==> src/rtl/mul_div.sv <==
`default_nettype none
// ============================================================================
// Module   : mul_div
// Brief    : Iterative RV32M multiply/divide unit, 32-bit radix-2 datapath.
// Revision : 1.0
// ============================================================================
module mul_div (
    input  logic        clk,
    input  logic        rst_n,
    input  logic        start,
    input  logic [2:0]  funct3,
    input  logic [31:0] op_a,
    input  logic [31:0] op_b,
    input  logic [4:0]  rd_in,
    output logic        busy,
    output logic        done,
    output logic [31:0] result,
    output logic [4:0]  rd_out,
    output logic        we_out
);

    typedef enum logic [1:0] {
        S_IDLE = 2'd0,
        S_CALC = 2'd1,
        S_FIN  = 2'd2
    } state_t;

    state_t      r_state;
    state_t      w_state_nxt;
    logic [4:0]  r_cnt;
    logic        r_post;
    logic [2:0]  r_op;
    logic [4:0]  r_rd;
    logic [31:0] r_hi;
    logic [31:0] r_lo;
    logic [31:0] r_opnd;
    logic        r_neg;
    logic [31:0] r_result;
    logic [4:0]  r_rd_out;

    logic        w_sgn_a;
    logic        w_sgn_b;
    logic        w_a_neg;
    logic        w_b_neg;
    logic [31:0] w_mag_a;
    logic [31:0] w_mag_b;
    logic        w_neg;
    logic [32:0] w_sum;
    logic [32:0] w_rem_sh;
    logic        w_geq;
    logic [31:0] w_diff;
    logic [63:0] w_prod;
    logic [63:0] w_prod_fix;
    logic [31:0] w_final;

    // Signedness per op: MULH/DIV/REM both signed, MULHSU only rs1 signed
    assign w_sgn_a = (funct3 == 3'b001) || (funct3 == 3'b010) ||
                     (funct3 == 3'b100) || (funct3 == 3'b110);
    assign w_sgn_b = (funct3 == 3'b001) || (funct3 == 3'b100) || (funct3 == 3'b110);
    assign w_a_neg = w_sgn_a & op_a[31];
    assign w_b_neg = w_sgn_b & op_b[31];
    assign w_mag_a = w_a_neg ? (~op_a + 32'd1) : op_a;
    assign w_mag_b = w_b_neg ? (~op_b + 32'd1) : op_b;
    // Remainder follows the dividend; a zero divisor never negates the quotient
    assign w_neg   = funct3[2] ? (funct3[1] ? w_a_neg : ((w_a_neg ^ w_b_neg) & (op_b != 32'd0)))
                               : (w_a_neg ^ w_b_neg);

    // Multiply: {hi,lo} shifts right, lo starts as the multiplier
    assign w_sum    = {1'b0, r_hi} + (r_lo[0] ? {1'b0, r_opnd} : 33'd0);
    // Divide: {hi,lo} shifts left, lo starts as the dividend and collects quotient bits
    assign w_rem_sh = {r_hi, r_lo[31]};
    assign w_geq    = (w_rem_sh >= {1'b0, r_opnd});
    assign w_diff   = w_rem_sh[31:0] - r_opnd;

    assign w_prod     = {r_hi, r_lo};
    assign w_prod_fix = r_neg ? (~w_prod + 64'd1) : w_prod;

    always_comb begin
        w_final = 32'd0;
        if (r_op[2]) begin
            if (r_op[1]) w_final = r_neg ? (~r_hi + 32'd1) : r_hi;
            else         w_final = r_neg ? (~r_lo + 32'd1) : r_lo;
        end else if (r_op[1:0] == 2'b00) begin
            w_final = w_prod_fix[31:0];
        end else begin
            w_final = w_prod_fix[63:32];
        end
    end

    always_comb begin
        w_state_nxt = r_state;
        case (r_state)
            S_IDLE:  if (start) w_state_nxt = S_CALC;
            S_CALC:  if (r_post) w_state_nxt = S_FIN;
            S_FIN:   w_state_nxt = S_IDLE;
            default: w_state_nxt = S_IDLE;
        endcase
    end

    always_ff @(posedge clk) begin
        if (!rst_n) begin
            r_state  <= S_IDLE;
            r_cnt    <= 5'd0;
            r_post   <= 1'b0;
            r_op     <= 3'd0;
            r_rd     <= 5'd0;
            r_hi     <= 32'd0;
            r_lo     <= 32'd0;
            r_opnd   <= 32'd0;
            r_neg    <= 1'b0;
            r_result <= 32'd0;
            r_rd_out <= 5'd0;
        end else begin
            r_state <= w_state_nxt;
            case (r_state)
                S_IDLE: begin
                    if (start) begin
                        r_op   <= funct3;
                        r_rd   <= rd_in;
                        r_neg  <= w_neg;
                        r_hi   <= 32'd0;
                        r_lo   <= funct3[2] ? w_mag_a : w_mag_b;
                        r_opnd <= funct3[2] ? w_mag_b : w_mag_a;
                        r_cnt  <= 5'd0;
                        r_post <= 1'b0;
                    end
                end
                S_CALC: begin
                    if (!r_post) begin
                        if (r_op[2]) begin
                            r_hi <= w_geq ? w_diff : w_rem_sh[31:0];
                            r_lo <= {r_lo[30:0], w_geq};
                        end else begin
                            {r_hi, r_lo} <= {w_sum, r_lo[31:1]};
                        end
                        r_cnt <= r_cnt + 5'd1;
                        if (r_cnt == 5'd31) r_post <= 1'b1;
                    end else begin
                        // Extra CALC cycle applies the sign fix and loads the outputs on FIN entry
                        r_result <= w_final;
                        r_rd_out <= r_rd;
                        r_post   <= 1'b0;
                    end
                end
                default: ;
            endcase
        end
    end

    assign busy   = (r_state != S_IDLE);
    assign done   = (r_state == S_FIN);
    assign result = r_result;
    assign rd_out = r_rd_out;
    assign we_out = done & (r_rd_out != 5'd0);

endmodule
`default_nettype wire

==> config.mk <==
export PLATFORM = sky130hd
export DESIGN_NAME = mul_div
export DESIGN_NICKNAME = d
export VERILOG_FILES = /design/src/rtl/mul_div.sv
export SDC_FILE = /design/constraint.sdc
export NUM_CORES = 1
export LEC_CHECK = 0
export BUFFER_PORTS_ARGS = -buffer_cell sky130_fd_sc_hd__buf_2
export CORE_UTILIZATION = 60
export DETAILED_ROUTE_END_ITERATION = 16
export HOLD_SLACK_MARGIN = 0.15
export PLACE_DENSITY = 0.77
export SYNTH_ARGS = -nofsm -noshare
export SYNTH_HDL_FRONTEND = slang
export SYNTH_SLANG_ARGS = --single-unit
==> constraint.sdc <==
create_clock -name clk -period 4.4 [get_ports clk]
set_input_delay 0.44 -clock clk [delete_from_list [all_inputs] [get_ports clk]]
set_output_delay 0.44 -clock clk [all_outputs]
set_load 0.005 [all_outputs]
Word-level counts from Yosys, hierarchy flattened:

Cells that the tools add are included.

* register bits: 150
* latch bits: 0
* bits in writable memories: 0
* ROM bits: 0
* output and inout port bits: 40
* logic and storage cells: 88
* memories: 0

* add/subtract/negate cells: 8
* multiply operators: 0
* divide/modulo/power cells: 0
* magnitude comparators: 1
* equal/unequal tests: 10
* shifts and indexed selects: 0
* muxes and demuxes: 32
* bitwise gates (word level): 10
* reductions and logical operators: 16

Operators with widths (number)
* 2-to-1 mux 32 bit: 17
* adder 32 x 1 -> 32 bit (second input constant): 4
* inverter 32 bit: 4
* case mux 32 bit (2 select lines): 2
* adder 64 x 1 -> 64 bit (second input constant): 1
* 2-to-1 mux 64 bit: 1
* inverter 64 bit: 1
* adder 32 x 32 -> 33 bit: 1
* >= comparator 33 x 32 -> 1 bit: 1
* nonzero test 32 bit: 1
* subtractor 32 bit: 1
* 2-to-1 mux 5 bit: 2
* case mux 5 bit (2 select lines): 1
* AND reduction 2 bit: 4
* == test 3 bit (second input constant): 2
* != test 2 bit (second input constant): 3
* adder 5 x 1 -> 5 bit (second input constant): 1
* == test 5 bit (second input constant): 1
* logical OR 1 bit: 5
* 2-to-1 mux 1 bit: 5
* nonzero test 5 bit: 1
* bitwise AND 1 bit: 4
* logical NOT 2 bit: 2
* 2-to-1 mux 2 bit: 2
* other kinds (9): 10

Longest topological paths before layout:

Gate-level depths: netlist of the first run.

* depth after elaboration: 9
* mapped depth: 14

Worst setup path after synthesis of the first run:

Ideal clock, no wire load.

* kind: register -> register
* start point: register r_lo[0]
* end point: register r_result[16], in the netlist result[16]
* data arrival time: 3.181 ns
* data required time: 4.269 ns
* slack: 1.088 ns
* cell stages (with the launch flop): 14
* buffers on the path: 2
* period minus slack after synthesis: 3.312 ns
* cells stage by stage: dfxtp_1 > inv_1 > clkbuf_1 > ha_1 > or3b_4 > or4_4 > or2_1 > buf_6 > or4_4 > o21ai_0 > xor2_1 > o22ai_1 > a21oi_1 > a21oi_1

* longest elaborated chain between the ends: 5
* elaborated cells between the ends (all ways): 9
* those cells by class: add/sub (2); mux (5); bitwise (2)

Ends and longest elaborated chain
* start: declaration: line 35 `logic [31:0] r_lo;`
* start signal: assignment: line 122 `r_lo <= funct3[2] ? w_mag_a : w_mag_b;`
* start signal: assignment: line 132 `r_lo <= {r_lo[30:0], w_geq};`
* start signal: assignment: line 134 `{r_hi, r_lo} <= {w_sum, r_lo[31:1]};`
* inverter 64 bit or inverter 32 bit (tied branches): line 76, 82
* adder 64 x 1 -> 64 bit or adder 32 x 1 -> 32 bit (tied branches): line 76, 82
* 2-to-1 mux 64 bit or 2-to-1 mux 32 bit (tied branches): line 76, 82
* 2-to-1 mux 32 bit, on equally long branches: line 83, 81
* 2-to-1 mux 32 bit (*): line 80 `if (r_op[2]) begin`
* end signal: assignment: line 140 `r_result <= w_final;`
* end: declaration: line 38 `logic [31:0] r_result;`

Mark *: on every way between the ends. The rest lies on a longest branch, timed or not.
A chain may end at the register's enable or synchronous reset.

Final worst setup path of the first run:

* start point: register r_lo[0]
* end point: register r_hi[27]

* longest elaborated chain between the ends: 5

Ends and longest elaborated chain
* 2-to-1 mux 32 bit: line 69 `assign w_sum = {1'b0, r_hi} + (r_lo[0] ? {1'b0, r_opnd} : 33'd0);`
* adder 32 x 32 -> 33 bit: line 69
* 2-to-1 mux 32 bit: line 130 `if (r_op[2]) begin`
* 2-to-1 mux 32 bit: line 129 `if (!r_post) begin`
* case mux 32 bit (2 select lines): line 115 `case (r_state)`
* end signal: assignment: line 131 `r_hi <= w_geq ? w_diff : w_rem_sh[31:0];`
* end signal: assignment: line 134
* end: declaration: line 34 `logic [31:0] r_hi;`

Every way passes these cells. The select of a mux whose other input is x is not followed.

==> results of run 1 <==
==> cell families (layout without fill, tap and decap cells) <==
logic type      after synthesis  after routing
compound gates              622            622
xor+xnor                    186            186
fa+ha+maj                    72             72
buf+inv                     213            262
flops                       150            150
mux                          77             77
other cells                   0              1
simple gates                680            680
==> power groups by stage <==
stage	Combinational (W)	Clock, W	Sequential, W
2_1_floorplan	0.00109	0	0.00151
3_3_place_gp	0.00146	0	0.00158
3_5_place_dp	0.00147	0	0.00158
4_1_cts	0.00148	0.00154	0.00155
5_1_grt	0.00164	0.00160	0.00157
6_report	0.00153	0.00155	0.00156
==> routing by layer <==
| metal | track usage (%) | vias up | part of all wire (%) |
|---|---|---|---|
| met5 | 0 | - | 0.044 |
| met4 | 22.0 | 4 | 5.1 |
| met3 | 8.98 | 166 | 11 |
| met2 | 64.1 | 882 | 43 |
| met1 | 57.0 | 7314 | 41 |
| li1 | - | 7297 | - |
==> stage by stage <==
stage	hold WS, ns	instances	utilization (%)	total power [W]
after floorplan	0.432	2000	-	0.00260
after global placement	0.430	2336	64.5	0.00304
after detailed placement	0.440	2336	64.5	0.00306
after CTS	0.235	2368	67.0	0.00457
after global routing	0.248	2369	67.1	0.00481
final	0.241	2369	67.1	0.00464
==> synth_stat cells (14+ instances only) <==
| cell | number | share of area [%] |
|---|---|---|
| a211oi_1 | 35 | 1.8 |
| o31ai_1 | 29 | 1.5 |
| nor4_1 | 15 | 0.65 |
| ha_1 | 70 | 6.1 |
| nor2b_1 | 19 | 0.82 |
| o22ai_1 | 18 | 0.78 |
| a21oi_1 | 146 | 5.1 |
| or4_1 | 15 | 0.78 |
| nand4_1 | 19 | 0.82 |
| xor2_1 | 81 | 4.9 |
| nor3_1 | 53 | 1.8 |
| clkbuf_1 | 126 | 3.3 |
| nor2_1 | 197 | 5.1 |
| xnor2_1 | 105 | 6.4 |
| dfxtp_1 | 150 | 21 |
| a22oi_1 | 18 | 0.94 |
| and2_1 | 16 | 0.69 |
| o211ai_1 | 28 | 1.5 |
| a21boi_0 | 14 | 0.73 |
| inv_1 | 65 | 1.7 |
| a31oi_1 | 29 | 1.3 |
| nand3_1 | 39 | 1.4 |
| nand2_1 | 231 | 6.0 |
| nand2b_1 | 14 | 0.61 |
| a21o_1 | 34 | 1.8 |
| o21a_1 | 18 | 0.94 |
| or3_1 | 23 | 1.0 |
| mux2i_1 | 69 | 4.8 |
| o21ai_0 | 145 | 5.0 |
==> sequential cells by signal (all words and copies together), names as in the netlist <==
| signal | count |
|---|---|
| r_rd | 5 |
| r_lo | 32 |
| r_op | 3 |
| r_opnd | 32 |
| r_state | 2 |
| r_neg | 1 |
| r_cnt | 5 |
| result | 32 |
| r_hi | 32 |
| r_post | 1 |
| rd_out | 5 |
==> how the worst max path moves through the flow <==
stage,startpoint,to,cells past startpoint
2_1_floorplan,r_lo[0],result[16],13
3_3_place_gp,r_lo[31],r_hi[30],12
3_5_place_dp,r_lo[31],r_hi[30],12
4_1_cts,r_lo[31],r_hi[30],12
5_1_grt,r_lo[31],r_hi[30],12
6_report,r_lo[0],r_hi[27],13
==> layout make-up <==
cell class                 count  area share [%]
clock inverter                14            1.06
sequential                   150            19.0
clock buffer                  18            2.72
timing repair buffer         164            6.07
multi-input combinational   1637            67.0
inverter                      66            1.57
antenna                        1          0.0159
tap                          319            2.53
==> repair_timing <==
action	4_1_cts	5_1_grt
setup endpoints to repair	0	1
endpoints found under the hold margin	0	0
resized for setup	0	1
==> critical path, stage by stage (launching register included) <==
cell       delay, ns
dfxtp_1         0.41
inv_1           0.12
buf_4           0.39
nor2_1          0.08
ha_1            0.34
nor2b_1         0.17
o2111ai_1       0.33
nand4_1         0.26
a31oi_1         0.53
o21ai_1         0.32
a211oi_1        0.33
xor2_1          0.18
o21ai_0         0.12
a221o_1         0.29
==> run_results.csv, run 1 <==
group,metric,value,unit
pwr,net-switching-power,0.00179,W
setup_path,cp-start-kind,"flip-flop",
pwr,power.density,294,nW/µm²
cts,clock-sinks,150,
final_layout,final_net_count,2183,
setup_path,path_max_fanout,31,
logic_synthesis,ys.flop_type,"dfxtp_1",
route,wire_per_inst,22.2,µm
setup_path,endpoint_kind,"flip-flop",
cts,cts_buffers,17,
cts,cts_setup_buffers,0,
global_routing,antenna_found_initial,3,
final_layout,drive_above_1_share,11.2,%
run_status,status,"finished clean",
cts,cts_tree,"built",
global_routing,grt_max_degree,70,
final_layout,layout_commonest_cell,"nand2_1",
die,die_x,157,µm
sta,tightest_slew,1.22,ns
sta,finalCritPeriodShare,90.7,%
sta,slew_viol_final,0,
sta,skew,0.0194,ns
cts,clock_latency,0.45,ns
logic_synthesis,synthXorXnorAreaFrac,11.3,%
sta,setup_viol,0,
place,hpwl,40.3,mm
place,pre_cts_ws,0.499,ns
route,postRouteAntennaNets,0,
pwr,ir_worst_vdd,0.241,mV
route,drc_errors,0,
route,vias,15663,
final_layout,layout_common_cells,"nand2_1, nor2_1, dfxtp_1, a21oi_1, o21ai_0",
logic_synthesis,synth.distinct_cells,74,
sta,max_freq,0.251,GHz
route,drt-pass1-iter-count,6,
die,start_util,61.2,%
global_routing,grt_pass1_vias,14116,
final_layout,multi_input_area,10600,µm²
sta,worst_slack,0.409,ns
logic_synthesis,synth_fp_nets,2147,
pwr,comb_power_share,32.9,%
setup_path,reg2reg_depth,13,
global_routing,grt_overflow,0,
setup_path,r2r_slack,0.41,ns
cts,cts.clk_slew.worst_paths,0.07,ns
min_path,hold_path.startpoint,"rd_in[4]",
logic_synthesis,synth-compound-area-share,28.2,%
setup_path,required,4.73,ns
run,maxCapViolCount,0,
setup_path,critPathKind,"flip-flop to flip-flop",
final_layout,finalInstanceArea,15800,µm²
route,drt-initial-drc-count,1973,
logic_synthesis,avgSynthCellArea,7.21,µm²
final_layout,area_growth,9.53,%
logic_synthesis,yosys_register_bits,150,
cts,clockBufferDepth,2,
setup_path,cp.arrival,4.32,ns
cts,h-tree-depth,4,
pwr,pwr-share-seq,33.7,%
route,via_per_inst,6.61,
cts,cts_hold_buf,0,
min_path,hp-class,"input pin to flip-flop",
cts,cts_root_buf,"clkbuf_16",
die,core-area,23500,µm²
pwr,p_sw_share,38.6,%
setup_path,worstReg2RegStart,"r_lo[0]",
logic_synthesis,synth-adder-area-share,6.35,%
sta,slew_headroom,18.2,%
final_layout,regArea,3010,µm²
logic_synthesis,yosys-mux-area-fraction,5.57,%
die,die_area,24600,µm²
final_layout,n_fill_cell,2125,
min_path,hold_end,"r_rd[4]",
logic_synthesis,yosysSeqAreaShare,20.8,%
sta,rsz0062_at_grt,"false",
place,io_buffers,114,
logic_synthesis,synth_top_family_by_area,"compound AO/OA/AOI/OAI gates",
sta,setup-tns-final,0,ns
die,num_rows,56,
pwr,internal_power,0.00285,W
logic_synthesis,synthSimpleGateAreaFrac,21.9,%
sta,period_needed,3.99,ns
die,die_h,157,µm
logic_synthesis,ys_warn_count,0,
place,placed_cell_area,15200,µm²
sta,hold_violations,0,
logic_synthesis,netlist_area,14400,µm²
global_routing,grt_pass1_wl,80.4,mm
pwr,p_leak,6.68,nW
logic_synthesis,async_flop_share,0,%
global_routing,grt_usage,42.6,%
die,ios,115,
place,gp_congestion,1.01,
logic_synthesis,synth_cells,2000,
setup_path,reg2reg_to,"r_hi[27]",
pwr,p_clk_share,33.4,%
route,wl,52.7,mm
logic_synthesis,synth-edff-count,0,
min_path,hold_depth,3,
No activity file was read; power rests on OpenSTA's default activity.
==> inputs of run 2 (changes only) <==
- RECOVER_POWER: not set -> 50
==> run 2 against run 1 <==
Compared with the run above: the run now ends with max-capacitance violations, max-slew violations left; combinational power is essentially flat; die area stayed put; sequential power hardly changed; routed wire length rose by 0.22%; via count up 0.79%; worst setup slack got worse by 0.038 ns; sequential cell count unchanged; final area is 0.53% lower; hold slack gained 0.00097 ns; count of clock-buffer cells in the layout unchanged; sequential share of layout area increased by 0.10 points.
==> run_results.csv, run 2 (synthesized netlist as in run 1, its figures left out) <==
group,metric,value,unit
final_layout,layout_common_cells,"nand2_1, nor2_1, dfxtp_1, a21oi_1, o21ai_0",
min_path,hold_path.startpoint,"rd_in[4]",
cts,clock_latency,0.45,ns
global_routing,grt_max_degree,70,
place,pre_cts_ws,0.499,ns
cts,cts_tree,"built",
sta,skew,0.0206,ns
setup_path,critPathKind,"flip-flop to flip-flop",
setup_path,worstReg2RegStart,"r_lo[0]",
setup_path,crit_buf_inv,2,
setup_path,cp_top_family,"compound AO/OA/AOI/OAI gates",
sta,setup_viol,0,
route,via_per_inst,6.66,
setup_path,cp_slowest_cell,"a31oi_1",
die,core-area,23500,µm²
die,die_h,157,µm
setup_path,setup.worst_path.start,"r_lo[0]",
die,die_x,157,µm
final_layout,area_growth,8.95,%
final_layout,drive_above_1_share,8.78,%
die,start_util,61.2,%
route,vias,15787,
run_status,status,"finished, violations left",
setup_path,crit_chain,"inv_1, buf_4, nor2_1, ha_1, nor2b_1, o2111ai_1, nand4_1, a31oi_1, o21ai_1, a211oi_1, xor2_1, o21ai_0, a221o_1",
route,drt-initial-drc-count,1920,
setup_path,cp-start-kind,"flip-flop",
setup_path,r2r_slack,0.37,ns
final_layout,final_net_count,2183,
sta,max_freq,0.248,GHz
min_path,hold_depth,3,
global_routing,antenna_found_initial,3,
cts,clockBufferDepth,2,
global_routing,grt_pass1_wl,80.4,mm
final_layout,layout_commonest_cell,"nand2_1",
pwr,ir_worst_vdd,0.239,mV
cts,cts_setup_buffers,0,
final_layout,n_fill_cell,2157,
pwr,p_clk_share,33.4,%
setup_path,slowest_delay,0.54,ns
sta,rsz0062_at_grt,"false",
die,die_area,24600,µm²
route,wl,52.8,mm
setup_path,path_max_fanout,31,
setup_path,required,4.73,ns
route,postRouteAntennaNets,0,
cts,cts_root_buf,"clkbuf_16",
place,io_buffers,114,
setup_path,reg2reg_to,"r_hi[27]",
sta,period_needed,4.03,ns
min_path,hp-class,"input pin to flip-flop",
global_routing,grt_overflow,0,
sta,finalCritPeriodShare,91.6,%
setup_path,reg2reg_depth,13,
sta,slew_viol_final,151,
sta,hold_violations,0,
min_path,hold_end,"r_rd[4]",
place,gp_congestion,1.01,
place,hpwl,40.3,mm
run_status,violations,"max-capacitance violations, max-slew violations",
final_layout,multi_input_area,10600,µm²
pwr,internal_power,0.00285,W
die,num_rows,56,
pwr,pwr-share-seq,33.7,%
run,maxCapViolCount,4,
final_layout,regArea,3010,µm²
cts,h-tree-depth,4,
cts,cts_buffers,17,
sta,worst_slack,0.371,ns
route,wire_per_inst,22.3,µm
route,drc_errors,0,
setup_path,cp.arrival,4.36,ns
die,ios,115,
pwr,p_leak,6.47,nW
pwr,net-switching-power,0.00179,W
global_routing,grt_usage,42.6,%
sta,tightest_slew,1.89,ns
cts,clock-sinks,150,
cts,cts.clk_slew.worst_paths,0.07,ns
sta,slew_headroom,-25.9,%
route,drt-pass1-iter-count,6,
pwr,p_sw_share,38.6,%
pwr,comb_power_share,32.9,%
global_routing,grt_pass1_vias,14116,
setup_path,endpoint_kind,"flip-flop",
pwr,power.density,296,nW/µm²
sta,setup-tns-final,0,ns
run 2: metal layers:
layer	vias up	global-route usage (%)	part of all wire, %
met5	-	0	0.044
met4	4	22.0	5.1
met3	175	8.98	11
met2	925	64.1	43
met1	7382	57.0	41
li1	7301	-	-
run 2: worst max path at each step:
stage / slack [ns] / cells past startpoint / end
floorplan: 1.09 / 13 / result[16]
global placement: 0.61 / 12 / r_hi[30]
detailed placement: 0.50 / 12 / r_hi[30]
CTS: 0.48 / 12 / r_hi[30]
global route: 0.24 / 7 / r_lo[18]
finish: 0.37 / 13 / r_hi[27]
run 2: tightest hold or removal path: stages:
cell and delay (ns):
buf_2 0.09, nand2_1 0.05, a21oi_1 0.05
run 2: per-stage QoR:
step / instance area, µm² / power (W) / util (%) / hold WS [ns] / cells
after floorplan: 14400 / 0.00260 / - / 0.432 / 2000
after global placement: 15200 / 0.00304 / 64.5 / 0.430 / 2336
after detailed placement: 15200 / 0.00306 / 64.5 / 0.440 / 2336
after CTS: 15800 / 0.00457 / 67.0 / 0.235 / 2368
after global routing: 15700 / 0.00481 / 66.7 / 0.248 / 2369
final: 15700 / 0.00464 / 66.7 / 0.242 / 2369
run 2: cell type report:
type,instances,area share [%]
clock inverters,14,1.07
well taps,319,2.54
repair buffers,164,5.58
flip-flops and latches,150,19.1
inverters,66,1.58
clock buffers,18,2.73
multi-input cells,1637,67.3
diodes,1,0.0159
run 2: timing repair:
item	in CTS	in global routing
endpoints found under the setup margin	0	1
gates resized for setup	0	1
hold buffers	0	0
run 2: power groups by stage:
| stage | sequential (W) | combinational, W | clock [W] |
|---|---|---|---|
| after global placement | 0.00158 | 0.00146 | 0 |
| after detailed placement | 0.00158 | 0.00147 | 0 |
| after global routing | 0.00157 | 0.00164 | 0.00160 |
| final | 0.00156 | 0.00153 | 0.00155 |
| after CTS | 0.00155 | 0.00148 | 0.00154 |
| after floorplan | 0.00151 | 0.00109 | 0 |
